$ cat config.mk
export PLATFORM = sky130hd
export DESIGN_NAME = pipeline_ctrl_flat
export DESIGN_NICKNAME = d
export VERILOG_FILES = /design/src/rtl/pipeline_ctrl_if.sv /design/src/rtl/pipeline_ctrl.sv /design/src/flat_wrapper.sv
export SDC_FILE = /design/constraint.sdc
export NUM_CORES = 1
export LEC_CHECK = 0
export ABC_AREA = 1
export CORE_MARGIN = 4
export CORE_UTILIZATION = 30
export DETAILED_ROUTE_END_ITERATION = 16
export HOLD_SLACK_MARGIN = 0.12
export PLACE_DENSITY = 0.87
export SLEW_MARGIN = 20
export SYNTH_ARGS = -nofsm -noshare
export SYNTH_HDL_FRONTEND = slang
export SYNTH_SLANG_ARGS = --single-unit
$ cat constraint.sdc
create_clock -name clk -period 1.85 [get_ports clk]
set_input_delay 0.37 -clock clk [delete_from_list [all_inputs] [get_ports clk]]
set_output_delay 0.37 -clock clk [all_outputs]
set_load 0.01 [all_outputs]
$ cat src/rtl/pipeline_ctrl_if.sv
// rtl/pipeline_ctrl_if.sv - hazard/forwarding control bundle between the pipeline datapath and pipeline_ctrl
//
// master: the pipeline datapath (drives stage indices and flags, receives control)
// slave : pipeline_ctrl (receives stage indices and flags, drives control)
//   id_rs1/id_rs2                      source registers of the instruction in ID
//   exe_rs1/exe_rs2                    source registers of the instruction in EXE
//   exe_rd/exe_reg_write/exe_mem_load  destination, write-enable, load flag in EXE
//   mem_rd/mem_reg_write               destination and write-enable in MEM
//   wb_rd/wb_reg_write                 destination and write-enable in WB
//   pc_src                             taken branch/jump resolved in EXE
//   md_start/md_done                   multi-cycle mul/div in EXE; its result is ready
//   fwd_rs1/fwd_rs2                    EXE operand select (10 MEM, 01 WB, 00 regfile)
//   stall_if/stall_id/stall_exe        hold PC, IF/ID, ID/EXE
//   flush_id/flush_exe                 bubble IF/ID, ID/EXE
//   md_busy                            mul/div wait in progress
//   perf_stalls/perf_flushes           performance counters
interface pipeline_ctrl_if;
    logic [4:0]  id_rs1;
    logic [4:0]  id_rs2;
    logic [4:0]  exe_rs1;
    logic [4:0]  exe_rs2;
    logic [4:0]  exe_rd;
    logic        exe_reg_write;
    logic        exe_mem_load;
    logic [4:0]  mem_rd;
    logic        mem_reg_write;
    logic [4:0]  wb_rd;
    logic        wb_reg_write;
    logic        pc_src;
    logic        md_start;
    logic        md_done;
    logic [1:0]  fwd_rs1;
    logic [1:0]  fwd_rs2;
    logic        stall_if;
    logic        stall_id;
    logic        stall_exe;
    logic        flush_id;
    logic        flush_exe;
    logic        md_busy;
    logic [31:0] perf_stalls;
    logic [31:0] perf_flushes;

    modport master (
        output id_rs1, id_rs2, exe_rs1, exe_rs2, exe_rd, exe_reg_write, exe_mem_load,
               mem_rd, mem_reg_write, wb_rd, wb_reg_write, pc_src, md_start, md_done,
        input  fwd_rs1, fwd_rs2, stall_if, stall_id, stall_exe, flush_id, flush_exe,
               md_busy, perf_stalls, perf_flushes
    );

    modport slave (
        input  id_rs1, id_rs2, exe_rs1, exe_rs2, exe_rd, exe_reg_write, exe_mem_load,
               mem_rd, mem_reg_write, wb_rd, wb_reg_write, pc_src, md_start, md_done,
        output fwd_rs1, fwd_rs2, stall_if, stall_id, stall_exe, flush_id, flush_exe,
               md_busy, perf_stalls, perf_flushes
    );
endinterface

$ cat src/rtl/pipeline_ctrl.sv
// rtl/pipeline_ctrl.sv - pipeline hazard unit: operand forwarding, stall/flush control, mul/div wait FSM
//
// Ports:
//   clk  pipeline clock, rising edge
//   rst  synchronous active-high reset
//   bus  pipeline_ctrl_if.slave (stage indices/flags in, forward selects, stalls,
//        flushes, md_busy and perf counters out)
// Build option:
//   PIPE_CTRL_PERF_EN  when defined, perf_stalls counts cycles with stall_if=1 and
//                      perf_flushes counts cycles with flush_id=1 (both wrap);
//                      otherwise both ports are tied to zero.
module pipeline_ctrl (
    input  logic         clk,
    input  logic         rst,
    pipeline_ctrl_if.slave bus
);

    typedef enum logic {
        RUN     = 1'b0,
        MD_WAIT = 1'b1
    } state_t;

    state_t state_q;
    state_t state_d;

    logic load_use;
    logic stall_if_d;
    logic stall_id_d;
    logic stall_exe_d;
    logic flush_id_d;
    logic flush_exe_d;

    // MEM is the younger producer, so its result shadows WB for the same register.
    function automatic logic [1:0] fwd_sel(input logic [4:0] rs);
        if (bus.mem_reg_write && (bus.mem_rd != 5'd0) && (bus.mem_rd == rs))
            return 2'b10;
        else if (bus.wb_reg_write && (bus.wb_rd != 5'd0) && (bus.wb_rd == rs))
            return 2'b01;
        else
            return 2'b00;
    endfunction

    assign bus.fwd_rs1 = fwd_sel(bus.exe_rs1);
    assign bus.fwd_rs2 = fwd_sel(bus.exe_rs2);

    assign load_use = bus.exe_mem_load && bus.exe_reg_write && (bus.exe_rd != 5'd0) &&
                      ((bus.exe_rd == bus.id_rs1) || (bus.exe_rd == bus.id_rs2));

    always_ff @(posedge clk) begin
        if (rst) begin
            state_q <= RUN;
        end else begin
            state_q <= state_d;
        end
    end

    always_comb begin
        state_d     = state_q;
        stall_if_d  = 1'b0;
        stall_id_d  = 1'b0;
        stall_exe_d = 1'b0;
        flush_id_d  = 1'b0;
        flush_exe_d = 1'b0;
        case (state_q)
            RUN: begin
                if (bus.md_start) begin
                    // A mul/div that finishes in its first cycle needs no freeze.
                    if (!bus.md_done) begin
                        stall_if_d  = 1'b1;
                        stall_id_d  = 1'b1;
                        stall_exe_d = 1'b1;
                        state_d     = MD_WAIT;
                    end
                end else if (bus.pc_src) begin
                    // The redirect kills the dependent instruction, so no load-use stall.
                    flush_id_d  = 1'b1;
                    flush_exe_d = 1'b1;
                end else if (load_use) begin
                    // Hold IF/ID and push a bubble into EXE; the load then reaches WB
                    // when the consumer is in EXE and forwards via 2'b01.
                    stall_if_d  = 1'b1;
                    stall_id_d  = 1'b1;
                    flush_exe_d = 1'b1;
                end
            end
            MD_WAIT: begin
                if (bus.md_done) begin
                    state_d = RUN;
                end else begin
                    stall_if_d  = 1'b1;
                    stall_id_d  = 1'b1;
                    stall_exe_d = 1'b1;
                end
            end
            default: begin
                state_d = RUN;
            end
        endcase
        if (rst) begin
            stall_if_d  = 1'b0;
            stall_id_d  = 1'b0;
            stall_exe_d = 1'b0;
            flush_id_d  = 1'b0;
            flush_exe_d = 1'b0;
        end
    end

    assign bus.stall_if  = stall_if_d;
    assign bus.stall_id  = stall_id_d;
    assign bus.stall_exe = stall_exe_d;
    assign bus.flush_id  = flush_id_d;
    assign bus.flush_exe = flush_exe_d;
    assign bus.md_busy   = (state_q == MD_WAIT);

`ifdef PIPE_CTRL_PERF_EN
    logic [31:0] perf_stalls_q;
    logic [31:0] perf_stalls_d;
    logic [31:0] perf_flushes_q;
    logic [31:0] perf_flushes_d;

    // Stall/flush are already forced low during reset, so no extra gating here.
    assign perf_stalls_d  = perf_stalls_q + {31'd0, stall_if_d};
    assign perf_flushes_d = perf_flushes_q + {31'd0, flush_id_d};

    always_ff @(posedge clk) begin
        if (rst) begin
            perf_stalls_q  <= 32'd0;
            perf_flushes_q <= 32'd0;
        end else begin
            perf_stalls_q  <= perf_stalls_d;
            perf_flushes_q <= perf_flushes_d;
        end
    end

    assign bus.perf_stalls  = perf_stalls_q;
    assign bus.perf_flushes = perf_flushes_q;
`else
    assign bus.perf_stalls  = 32'd0;
    assign bus.perf_flushes = 32'd0;
`endif

endmodule

$ cat src/flat_wrapper.sv
// flat-port wrapper written by rule: the top's interface ports become plain ports
module pipeline_ctrl_flat 
  (clk, rst, bus_id_rs1, bus_id_rs2, bus_exe_rs1, bus_exe_rs2, bus_exe_rd, bus_exe_reg_write, bus_exe_mem_load, bus_mem_rd, bus_mem_reg_write, bus_wb_rd, bus_wb_reg_write, bus_pc_src, bus_md_start, bus_md_done, bus_fwd_rs1, bus_fwd_rs2, bus_stall_if, bus_stall_id, bus_stall_exe, bus_flush_id, bus_flush_exe, bus_md_busy, bus_perf_stalls, bus_perf_flushes);
  pipeline_ctrl_if bus_i ();
  input  logic clk;
  input  logic rst;
  input wire logic [$bits(bus_i.id_rs1)-1:0] bus_id_rs1;
  input wire logic [$bits(bus_i.id_rs2)-1:0] bus_id_rs2;
  input wire logic [$bits(bus_i.exe_rs1)-1:0] bus_exe_rs1;
  input wire logic [$bits(bus_i.exe_rs2)-1:0] bus_exe_rs2;
  input wire logic [$bits(bus_i.exe_rd)-1:0] bus_exe_rd;
  input wire logic [$bits(bus_i.exe_reg_write)-1:0] bus_exe_reg_write;
  input wire logic [$bits(bus_i.exe_mem_load)-1:0] bus_exe_mem_load;
  input wire logic [$bits(bus_i.mem_rd)-1:0] bus_mem_rd;
  input wire logic [$bits(bus_i.mem_reg_write)-1:0] bus_mem_reg_write;
  input wire logic [$bits(bus_i.wb_rd)-1:0] bus_wb_rd;
  input wire logic [$bits(bus_i.wb_reg_write)-1:0] bus_wb_reg_write;
  input wire logic [$bits(bus_i.pc_src)-1:0] bus_pc_src;
  input wire logic [$bits(bus_i.md_start)-1:0] bus_md_start;
  input wire logic [$bits(bus_i.md_done)-1:0] bus_md_done;
  output wire logic [$bits(bus_i.fwd_rs1)-1:0] bus_fwd_rs1;
  output wire logic [$bits(bus_i.fwd_rs2)-1:0] bus_fwd_rs2;
  output wire logic [$bits(bus_i.stall_if)-1:0] bus_stall_if;
  output wire logic [$bits(bus_i.stall_id)-1:0] bus_stall_id;
  output wire logic [$bits(bus_i.stall_exe)-1:0] bus_stall_exe;
  output wire logic [$bits(bus_i.flush_id)-1:0] bus_flush_id;
  output wire logic [$bits(bus_i.flush_exe)-1:0] bus_flush_exe;
  output wire logic [$bits(bus_i.md_busy)-1:0] bus_md_busy;
  output wire logic [$bits(bus_i.perf_stalls)-1:0] bus_perf_stalls;
  output wire logic [$bits(bus_i.perf_flushes)-1:0] bus_perf_flushes;
  assign bus_i.id_rs1 = bus_id_rs1;
  assign bus_i.id_rs2 = bus_id_rs2;
  assign bus_i.exe_rs1 = bus_exe_rs1;
  assign bus_i.exe_rs2 = bus_exe_rs2;
  assign bus_i.exe_rd = bus_exe_rd;
  assign bus_i.exe_reg_write = bus_exe_reg_write;
  assign bus_i.exe_mem_load = bus_exe_mem_load;
  assign bus_i.mem_rd = bus_mem_rd;
  assign bus_i.mem_reg_write = bus_mem_reg_write;
  assign bus_i.wb_rd = bus_wb_rd;
  assign bus_i.wb_reg_write = bus_wb_reg_write;
  assign bus_i.pc_src = bus_pc_src;
  assign bus_i.md_start = bus_md_start;
  assign bus_i.md_done = bus_md_done;
  assign bus_fwd_rs1 = bus_i.fwd_rs1;
  assign bus_fwd_rs2 = bus_i.fwd_rs2;
  assign bus_stall_if = bus_i.stall_if;
  assign bus_stall_id = bus_i.stall_id;
  assign bus_stall_exe = bus_i.stall_exe;
  assign bus_flush_id = bus_i.flush_id;
  assign bus_flush_exe = bus_i.flush_exe;
  assign bus_md_busy = bus_i.md_busy;
  assign bus_perf_stalls = bus_i.perf_stalls;
  assign bus_perf_flushes = bus_i.perf_flushes;
  pipeline_ctrl u_core (.clk(clk), .rst(rst), .bus(bus_i));
endmodule
* After elaboration in Yosys (flattened, before gate mapping) *
Index checks and enable logic that the tools add are counted.

operators by class
  equal/unequal tests = 6
  reductions and logical operators = 13
  multiplexer cells = 21
  bitwise gates (word level) = 1

operators with widths
  operator             number
  $eq A5 B5 Y1         6
  $mux W1              17
  $reduce_bool A5 Y1   3
  $logic_and A1 B1 Y1  9
  $mux W2              2
  $pmux W1 S2          2
  $logic_or A1 B1 Y1   1
  $not A1 Y1           1

storage, ports and cells
  register bits = 1

* Longest topological paths before layout *
Gate-level depths: netlist (run 1).

  word-level depth = 8
  depth in mapped cells = 9

* Worst setup path after synthesis (run 1) *
OpenSTA, ideal clock, no wires.

  kind = reg-to-output
  start = register u_core.state_q, in the netlist u_core.bus.md_busy
  end = output port bus_stall_if
  stages on the path, launching flop included = 5
  buffers on the path = 1
  arrival time = 1,142 ps
  slack = 338 ps
  cells stage by stage = dfxtp_1 > nor2_1 > nor3_1 > o21bai_2 > buf_4

between the ends
  word-level cells in the longest chain between the ends = 3

ends and longest elaborated chain
  what                    RTL line             RTL
  from (decl)             pipeline_ctrl.sv:23  state_t state_q;
  from (signal assigned)  pipeline_ctrl.sv:53  state_q <= state_d;
  $not A1 Y1              -
  $pmux W1 S2 *           -
  $mux W1 *               -
  to (decl)               flat_wrapper.sv:23   output wire logic [$bits(bus_i.stall_if)-1:0] bus_stall_if;

Mark *: on every way between the ends. The rest lies on a longest branch, timed or not.

* Final worst setup path (run 1) *
  start = input port bus_md_done
  end = output port bus_stall_exe

between the ends
  word-level cells in the longest chain between the ends = 4

ends and longest elaborated chain
  what           RTL line                                  RTL
  from (decl)    flat_wrapper.sv:20                        input wire logic [$bits(bus_i.md_done)-1:0] bus_md_done;
  $mux W1 *      pipeline_ctrl.sv:68, pipeline_ctrl.sv:87
  $mux W1        pipeline_ctrl.sv:66                       if (bus.md_start) begin
  $pmux W1 S2 *  pipeline_ctrl.sv:64                       case (state_q)
  $mux W1 *      pipeline_ctrl.sv:99                       if (rst) begin
  to (decl)      flat_wrapper.sv:25                        output wire logic [$bits(bus_i.stall_exe)-1:0] bus_stall_exe;

Marks and branches as above.

==> results of run 1 <==
through the flow:
step / util (%) / TNS (ps) / total power, W
after floorplan: - / 0 / 0.0002678
after global placement: 42.26 / -4158 / 0.0003091
after detailed placement: 42.26 / -4325 / 0.0003127
after CTS: 41.44 / 0 / 0.0002895
after global routing: 41.26 / -26.15 / 0.0003297
final: 41.26 / 0 / 0.0002966
layer usage:
layer	wire, um	vias up	global-route usage (%)
met5	0	-	0
met4	0	0	1.266
met3	255	0	1.180
met2	1446	49	19.75
met1	827	399	11.01
li1	-	488	-
final cells by class:
class | instances | area, sq um
Inverter | 16 | 60.06
Tap cell | 46 | 57.56
Timing Repair Buffer | 58 | 500.5
Sequential cell | 1 | 20.02
Multi-Input combinational cell | 146 | 749.5
Fill cell | 382 | 1976
worst max path at each step:
stage	startpoint	to	slack (ps)	depth (start not counted)
after global routing	bus_id_rs2[0]	bus_flush_exe	-30	9
after global placement	bus_exe_rd[1]	bus_stall_id	-610	10
after CTS	bus_md_start	bus_stall_exe	6	5
after detailed placement	bus_exe_rd[1]	bus_stall_if	-630	10
final	bus_md_done	bus_stall_exe	50	4
after floorplan	u_core.bus.md_busy	bus_stall_if	340	4
cell families after synthesis:
logic type	share of synthesized area, %
and+or+nand+nor	23.77
DFF	1.912
other	0.3581
buffers and inverters	52.33
xor gates and xnor gates	18.40
AOI/OAI and AO/OA	3.226
where the power goes:
group          switching, W  internal, W   total, W
sequential       0.00000121    0.0000231  0.0000243
clock                     0            0          0
combinational      0.000156     0.000117   0.000272
total              0.000157     0.000140   0.000297
synth_stat cells:
library cell,n
buf_4,65
nand4_1,4
inv_1,13
xor2_1,8
o21ai_2,1
dfxtp_1,1
nor2_1,14
nand2_2,2
nand3_1,5
nor3_1,4
o21bai_2,1
nand2_1,25
nor3_2,2
a21oi_2,1
inv_2,3
xnor2_1,14
o21ai_0,1
conb_1,1
what timing repair did:
action,in CTS,in global routing
pin swaps,13,15
setup buffers,0,0
endpoints found under the setup margin,9,9
endpoints found under the hold margin,0,0
resized for setup,63,17
critical path: stages:
cell,delay (ps)
clkdlybuf4s50_1,450
nor3_4,200
buf_4,140
dlygate4sd2_1,260
==> summary.md, run 1 <==
| Metric | Value |
|---|---|
| HPWL Detailed | `2319 um` |
| Via-to-Cell Ratio | `3.506` |
| R2R cell count | `3` |
| Max Cap Violations | `0` |
| Hold path cells | `3` |
| Yosys Warn Count | `0` |
| GRT overflow | `0` |
| Syn avg cell area | `6.347 sq um` |
| Area grow syn2layout | `32.50%` |
| Initial core utilization | `31.14%` |
| Row count | `21` |
| 1st-iter DRT viols | `24` |
| Die ar. | `0.004500 sq mm` |
| Max FFs per register | `1` |
| PortBufs | `53` |
| GRT Util Overall | `9.851%` |
| Distinct cells, synth | `18` |
| Post-route cell area | `0.001388 sq mm` |
| Crit Path Category | `in2out` |
| Initial antenna violation count | `0` |
| Most common cell after layout, fill and taps aside | `conb_1` |
| Peak supply drop | `0.05460 mV` |
| Clock Skew | `0 ps` |
| Run status | `complete, no violations` |
| Max-slew violations | `0` |
| Startpoint types | `input port` |
| Final hold violations | `0` |
| Setup violators final | `0` |
| Post-DRT Antenna Nets | `0` |
| Inserted Diodes | `0` |
| Top-area cell type share of the netlist area | `46.59%` |
| Reg2Reg Launch Point | `u_core.bus.md_busy` |
| Hold endpoint | `u_core.bus.md_busy` |
| Post-synthesis register bit count | `1` |
| Post-DP Area | `0.001421 sq mm` |
| Global-route wire length before repair | `3594 um` |
| CP Max Fanout | `2` |
| Nets | `267` |
| Final Worst Setup Slack | `50.41 ps` |
| Worst-Skew Late Latency | `0 ps` |
| Clock slew at reported path FFs | `0 ps` |
| Chip height | `67.09 um` |
| RSZ-0062 raised after global routing | `true` |
| Reg-to-Reg End | `u_core.bus.md_busy` |
| Crit path DAT | `1430 ps` |
| Fin Hold WS | `746.7 ps` |
| Sequential element share of the synthesized area | `1.912%` |
| Vias | `936` |
| Synth top area cells | `buf_4 47%, xnor2_1 12%, nand2_1 9.0%` |
| Mapped Cells | `165` |
| Hold Crit Class | `reg2reg` |
| Setup WS pre-CTS | `-629.3 ps` |
| Non-Filler Instances | `267` |
| Hold_sp | `u_core.bus.md_busy` |
| Core Area | `0.003363 sq mm` |
| Worst setup EP type | `output port` |
| Total Wirelength | `2530 um` |
| Biggest area consumer among synthesized cells | `buf_4` |
| WL per Instance | `9.476 um` |
| I/O pin count | `118` |
| Drt pass-1 iters | `4` |
| Highest Clock Rate | `0.5557 GHz` |
| # DRC | `0` |
| Final Cycle Share | `97.27%` |
| CTS Hold Bufs | `0` |
| Most frequent cells in the layout | `64 x conb_1, 32 x dlygate4sd2_1, 25 x nand2_1, 14 x xnor2_1` |
| Pwr/cell area | `213.7 mW/mm^2` |
| Req. time, crit path | `1480 ps` |
| Number of placed cells counting well taps | `267` |
| Mapped cell area | `0.001047 sq mm` |
| Reg2Reg Setup Slack | `1000 ps` |
| GP Congestion | `0.7536` |
| Final min period | `1800 ps` |
| Vias in the first global route | `877` |
| Chip Width | `67.09 um` |
| Layout cells sized above 1 | `13.12%` |
| Leakage | `0.8103 nW` |
| Largest net degree at the start of global routing | `5` |
Power figures use the tool's default switching activity.
==> run 2: changes to the inputs <==
--- a/config.mk
+++ b/config.mk
@@ -8,6 +8,7 @@
 export ABC_AREA = 1
 export CORE_MARGIN = 4
 export CORE_UTILIZATION = 30
+export CTS_CLUSTER_SIZE = 8
 export DETAILED_ROUTE_END_ITERATION = 16
 export HOLD_SLACK_MARGIN = 0.12
 export PLACE_DENSITY = 0.87
==> results of run 2 <==
Final layout, timing and power as in run 1 (identical DEF).
==> run 3: changes to the inputs <==
--- a/config.mk
+++ b/config.mk
@@ -5,13 +5,13 @@
 export SDC_FILE = /design/constraint.sdc
 export NUM_CORES = 1
 export LEC_CHECK = 0
-export ABC_AREA = 1
+export ABC_AREA = 0
 export CORE_MARGIN = 4
-export CORE_UTILIZATION = 30
+export CORE_UTILIZATION = 28
 export CTS_CLUSTER_SIZE = 8
 export DETAILED_ROUTE_END_ITERATION = 16
 export HOLD_SLACK_MARGIN = 0.12
-export PLACE_DENSITY = 0.87
+export PLACE_DENSITY = 0.86
 export SLEW_MARGIN = 20
 export SYNTH_ARGS = -nofsm -noshare
 export SYNTH_HDL_FRONTEND = slang
==> run 3 against run 2 <==
- the flow now finishes with violations (negative setup slack)
- sequential power about the same
- die area down 2.7%
- global-route usage up 1.6 points
- final cell count down 8.6%
- wire length up 24%
- largest power group unchanged
- highest routed layer is now met4
==> summary.md, run 3 <==
| Metric | Value |
|---|---|
| Run status | `finished with violations` |
| Failing checks | `negative setup slack` |
| Most common cell after layout, fill and taps aside | `conb_1` |
| RSZ-0062 raised after global routing | `true` |
| Mapped cell area | `947.2 sq um (-9.6%)` |
| Drt pass-1 iters | `4 (unchanged)` |
| Initial antenna violation count | `0 (unchanged)` |
| Most numerous cell in the Yosys netlist | `buf_4` |
| HPWL Detailed | `2363 um (+1.9%)` |
| Die ar. | `0.004377 sq mm (-2.7%)` |
| EDFF count, synth | `0 (unchanged)` |
| Nets | `246 (-7.9%)` |
| Final Worst Setup Slack | `-284.6 ps (-335.0 ps)` |
| Req. time, crit path | `1480 ps (about the same)` |
| Max-slew violations | `0 (unchanged)` |
| Row count | `20 (-4.8%)` |
| Largest net degree at the start of global routing | `4 (-1)` |
| Grt met2 use | `26.27% (+6.5 points)` |
| Yosys Warn Count | `0 (unchanged)` |
| I/O pin count | `118 (unchanged)` |
| Clock Skew | `0 ps (unchanged)` |
| CP Max Fanout | `2 (unchanged)` |
| 1st-iter DRT viols | `8 (-67%)` |
| Pwr/cell area | `231.2 mW/mm^2 (+8.2%)` |
| Layout cells sized above 1 | `37.50% (+24 points)` |
| Startpoint types | `input port` |
| Chip Width | `66.16 um (-1.4%)` |
| Max FFs per register | `1 (unchanged)` |
| PortBufs | `53 (unchanged)` |
| Vias | `903 (-3.5%)` |
| Post-synthesis register bit count | `1 (unchanged)` |
| Core Area | `0.003153 sq mm (-6.3%)` |
| Final Cycle Share | `115.4% (+18 points)` |
| Most used DFF post-synth | `dfxtp_1` |
| Largest family of logic cells by synthesized area | `buffers and inverters` |
| Vias in the first global route | `836 (-4.7%)` |
| WL per Instance | `12.84 um (+35%)` |
| Distinct cells, synth | `20 (+2)` |
| Mapped Cells | `123 (-25%)` |
| Crit Path Category | `in2out` |
| # DRC | `0 (unchanged)` |
| M1 GR Usage | `10.99% (-0.024 points)` |
| Initial core utilization | `30.04% (-1.1 points)` |
| Sequential element share of the synthesized area | `2.114% (+0.20 points)` |
| Total Wirelength | `3132 um (+24%)` |
| Hold Crit Class | `reg2reg` |
| Setup violators final | `7 (+7)` |
| Leakage | `0.8185 nW (+1.0%)` |
| Compound-Gate Fraction of Synth Area | `4.756% (+1.5 points)` |
| Top-area cell type share of the netlist area | `51.52% (+4.9 points)` |
| Final hold violations | `0 (unchanged)` |
| GRT overflow | `0 (unchanged)` |
| Grt peak-use layer | `met2` |
| Highest Clock Rate | `0.4685 GHz (-16%)` |
| Area grow syn2layout | `64.86%` |
| Worst-Skew Late Latency | `0 ps (unchanged)` |
| Biggest area consumer among synthesized cells | `buf_4` |
| Post-Synth XOR/XNOR Area | `27.74% (+9.3 points)` |
| Final min period | `2135 ps (+335.0 ps)` |
| Adder-Cell Fraction of Synth Area | `0% (unchanged)` |
| Post-DRT Antenna Nets | `0 (unchanged)` |
| Via-to-Cell Ratio | `3.701 (+5.6%)` |
| Max Cap Violations | `0 (unchanged)` |
| GRT Util Overall | `11.50% (+1.6 points)` |
| Simple-gate share of the synthesized area | `13.08% (-11 points)` |
| Chip height | `66.16 um (-1.4%)` |
| Design Power | `0.0003611 W (+22%)` |
| Fin Hold WS | `710.1 ps (-36.57 ps)` |
| Worst setup EP type | `output port` |
| M3 GR Usage | `0.6803% (-0.50 points)` |
| Inserted Diodes | `0 (unchanged)` |
| Syn avg cell area | `7.700 sq um (+21%)` |
| Synth top area cells | `buf_4 52%, xor2_1 22%, xnor2_1 5.5%` |
| Most frequent cells in the layout | `64 x conb_1, 23 x xor2_1, 18 x buf_4, 16 x dlygate4sd2_1, 12 x buf_6` |
| Global-route wire length before repair | `3939 um (+9.6%)` |
| FFs w/ async S/R, synth | `0% (unchanged)` |
| CTS Hold Bufs | `0 (unchanged)` |
| Leading cell types by count after synthesis | `65 x buf_4, 24 x xor2_1, 6 x xnor2_1, 5 x or4_1` |
| Clock slew at reported path FFs | `0 ps (unchanged)` |
| GP Congestion | `0.8128 (+7.9%)` |
| Peak supply drop | `0.06800 mV (+25%)` |
| Mux cell area share after synthesis | `0% (unchanged)` |
| Crit path DAT | `1760 ps (+330 ps)` |
-- run 3: what timing repair did --
action | 4_1_cts | 5_1_grt
buffers inserted | 4 | 2
resized for setup | 127 | 36
pin swaps | 22 | 13
endpoints found under the setup margin | 9 | 8
cloned | 0 | 0
-- run 3: metrics by stage --
step | setup TNS, ps | cells | instance area, sq um | setup slack [ps] | utilization [%]
detailed placement | -6781 | 238 | 1431 | -1023 | 45.40
global route | -1240 | 244 | 1562 | -340.3 | 49.52
floorplan | 0 | 186 | 1184 | 52.66 | -
global placement | -6451 | 238 | 1431 | -991.1 | 45.40
finish | -957.5 | 244 | 1562 | -284.6 | 49.52
CTS | -823.8 | 242 | 1525 | -291.3 | 48.37
-- run 3: cell type report --
| cell class | count | area, sq um |
|---|---|---|
| Fill cell | 312 | 1592 |
| Multi-Input combinational cell | 119 | 842.1 |
| Timing Repair Buffer | 79 | 640.6 |
| Tap cell | 44 | 55.05 |
| Sequential cell | 1 | 20.02 |
| Inverter | 1 | 3.754 |
-- run 3: cell families after synthesis --
group                     Yosys count
and+or+nand+nor                    19
AOI/OAI and AO/OA                   6
other                               1
buffers and inverters              66
xor gates and xnor gates           30
DFF                                 1
-- run 3: where the power goes --
part,switching [W],leakage (nW),internal [W]
combinational,0.000183,0.810,0.000154
sequential,0.00000139,0.00823,0.0000231
clock,0,0,0
-- run 3: worst paths after layout --
kind                            slack (ps)               start  cells past startpoint                 end
worst max-delay path                  -280       bus_mem_rd[0]                      7      bus_fwd_rs2[0]
worst min-delay path                   710  u_core.bus.md_busy                      3  u_core.bus.md_busy
worst max register to register         900  u_core.bus.md_busy                      3  u_core.bus.md_busy
worst min register to register         710  u_core.bus.md_busy                      3  u_core.bus.md_busy
-- run 3: worst max-delay path: stages --
cell and delay, ps:
buf_6 100, or4_4 550, o21ai_4 160, buf_6 120, nor4_4 40, nor4_4 260, buf_2 170
-- run 3: layer usage --
| metal | vias to the layer above | part of all wire [%] | routed length (um) |
|---|---|---|---|
| met2 | 52 | 64 | 2017 |
| met3 | 5 | 8.9 | 278 |
| met4 | 0 | 1.2 | 38 |
| li1 | 427 | - | - |
| met5 | - | 0 | 0 |
| met1 | 419 | 25 | 798 |
==> RTL edit (config.mk and constraints of run 2) <==
The option `PIPE_CTRL_PERF_EN` is turned on by a define.
--- a/src/rtl/pipeline_ctrl.sv
+++ b/src/rtl/pipeline_ctrl.sv
@@ -9,6 +9,8 @@
 //   PIPE_CTRL_PERF_EN  when defined, perf_stalls counts cycles with stall_if=1 and
 //                      perf_flushes counts cycles with flush_id=1 (both wrap);
 //                      otherwise both ports are tied to zero.
+`define PIPE_CTRL_PERF_EN
+
 module pipeline_ctrl (
     input  logic         clk,
     input  logic         rst,
Function: changed (a bounded check fails within 4 cycles, from zero or initial values and one cycle with rst high).
==> RTL edit against run 2 <==
The run now ends with setup timing left. Synthesized area grew to 3.8 times the old value. Sequential share of layout area up 20 points. Total power rose to 12 times the old value. Clock skew grew 0.0037 ns. Routed wire length grew to 4.9 times the old value. Worst setup slack got worse by 0.073 ns. Worst hold slack got worse by 0.32 ns. Cell area rose to 4.3 times the old value. Sequential cell count up 64. Critical endpoint is now u_core.bus.perf_stalls[24]$_SDFF_PP0_. Highest routed layer is now met4.
==> RTL edit: results (changes against run 2) <==
The tools report the count of fill cells added during filler insertion as 1202 (was 382). Reg-to-reg critical path endpoint: u_core.bus.perf_stalls[24]$_SDFF_PP0_ (was u_core.bus.md_busy$_DFF_P_). The net switching power is 766.1 µW (was 156.8 µW).

The final-report setup violation count is 3 (was 0). The run finished, with violations left. Static leakage power: 2.185 nW (was 0.8103 nW). The clock latency at the later pin of the worst-skew pair is 0.33 ns (was 0 ns).

Largest cells by area after synthesis: dfxtp_1 (33%), nand2_1 (19%), nor2_1 (12%) (was buf_4 (47%), xnor2_1 (12%), nand2_1 (9.0%)). The share of total power in combinational logic is 0.084 (was 0.918). The proportion of layout cells with a drive suffix above 1 is 0.1734 (was 0.1312). The length in cells of the worst reg-to-reg path works out to 16 (was 3). The run gives 24 (was 18) as the number of unique standard cell types used by synthesis. The path type of the worst min-delay path is input pin to flip-flop (was flip-flop to flip-flop). Launching point of the worst reg2reg path: u_core.bus.md_busy$_DFF_P_ (unchanged). The routed length per instance was 12.90 µm (was 9.476 µm); the non-filler instance count after layout was 962 (was 267). For the placed cell count, the log shows 940 (was 267).

The tools report the number of gates resized after CTS as 82 (was 63). Post-route core utilization: 0.4708 (was 0.4126). The sequential fraction of the synthesis area was 0.3293 (was 0.01912).

The checks that failed: setup timing. The global-route wire length before repair came out at 19.82 mm (was 3.594 mm). The sum of negative setup slack is -0.03918 ns (was 0 ns). Hold path startpoint: rst (was u_core.bus.md_busy$_DFF_P_). The run gives -0.02278 ns (was 0.05041 ns) as the final worst slack. Total inserted antenna cells: 0 (unchanged). The run gives 5 (was 4) as the number of detailed-routing iterations run before antenna repair. The worst clock skew was 0.003718 ns (was 0 ns); the count of nets after finishing was 833 (was 267). Detailed-placement wirelength estimate: 9.449 mm (was 2.319 mm).

The post-CTS repair timing setup buffer count was 5 (was 0). The logs give 0.005579 mm² (was 0.001421 mm²) for the area after detailed placement and 0.398 (was 0.082) for the sequential share of power. Worst-case setup slack after placement: -0.7351 ns (was -0.6293 ns). The largest voltage drop on the vdd net is 0.4100 mV (was 0.05460 mV), and the critical-path maximum fanout is 4 (was 2). The maximum number of pins on one net before global-route repair is 33 (was 5), and the synthesized area per cell is 6.223 µm² (was 6.347 µm²). The gate family responsible for the most delay along the worst path was buffers and inverters (unchanged). Final hold slack: 0.4237 ns (was 0.7467 ns). The clock slew at the register clock pins of the worst setup and hold paths is 0.05 ns (was 0 ns). Slack of the worst reg-to-reg path: -0.01 ns (was 1.00 ns).

The number of global-route vias before repair is 4265 (was 877), and the async set-or-reset flop fraction in the synthesized netlist is 0 (unchanged). The overall track demand over capacity in global routing was 0.1646 (was 0.09851). The count of port buffers added during placement is 117 (was 53).

The ratio of routed vias to standard cells was 4.677 (was 3.506). First-iteration detailed-routing DRC count: 283 (was 24). Top cells by instance count after synthesis: nand2_1 (202), nor2_1 (130), dfxtp_1 (65) (was buf_4 (65), nand2_1 (25), nor2_1 (14), xnor2_1 (14), inv_1 (13)). The final estimated routing congestion in global placement was 0.9735 (was 0.7536).

The combinational group power was 298 µW (was 272 µW); the number of cells on the worst hold path was 3 (unchanged).
==> RTL edit: worst max-delay path by stage <==
stage | endpoint | slack [ns] | startpoint | cells past startpoint
CTS | u_core.bus.perf_stalls[12]$_SDFF_PP0_ | -0.07 | u_core.bus.md_busy$_DFF_P_ | 14
detailed placement | u_core.bus.perf_stalls[24]$_SDFF_PP0_ | -0.74 | bus_exe_rd[1] | 20
floorplan | u_core.bus.perf_stalls[24]$_SDFF_PP0_ | -0.07 | rst | 15
global placement | u_core.bus.perf_stalls[24]$_SDFF_PP0_ | -0.66 | bus_exe_rd[1] | 20
finish | u_core.bus.perf_stalls[24]$_SDFF_PP0_ | -0.02 | bus_exe_reg_write | 16
global route | u_core.bus.perf_stalls[24]$_SDFF_PP0_ | -0.15 | bus_id_rs2[4] | 19
==> RTL edit: cells by family after synthesis <==
family,Yosys count,share of synthesized area
XOR/XNOR,32,0.07093
AND/OR/NAND/NOR,409,0.4455
flip-flops,65,0.3293
buffers and inverters,63,0.06111
AO/OA/AOI/OAI,62,0.08043
adder cells (fa/ha/maj),4,0.01267
==> RTL edit: layout make-up <==
type / count / share of cell area
Clock buffer: 15 / 0.04952
Tap cell: 172 / 0.03579
Timing Repair Buffer: 147 / 0.2145
Multi-Input combinational cell: 507 / 0.4434
Sequential cell: 65 / 0.2170
Inverter: 55 / 0.03475
Clock inverter: 1 / 0.004994
==> RTL edit: layer usage <==
layer / GRT usage / vias up / routed length (µm)
met5: 0 / - / 0
met1: 0.1982 / 2009 / 5184
li1: - / 2301 / -
met2: 0.2761 / 164 / 6041
met4: 0.06788 / 0 / 308
met3: 0.04516 / 25 / 878
==> RTL edit: worst min-delay path, delay by kind of cell <==
kind | cells | cell delay [ns]
AND/OR/NAND/NOR | 1 | 0.06
buffers and inverters | 2 | 0.28
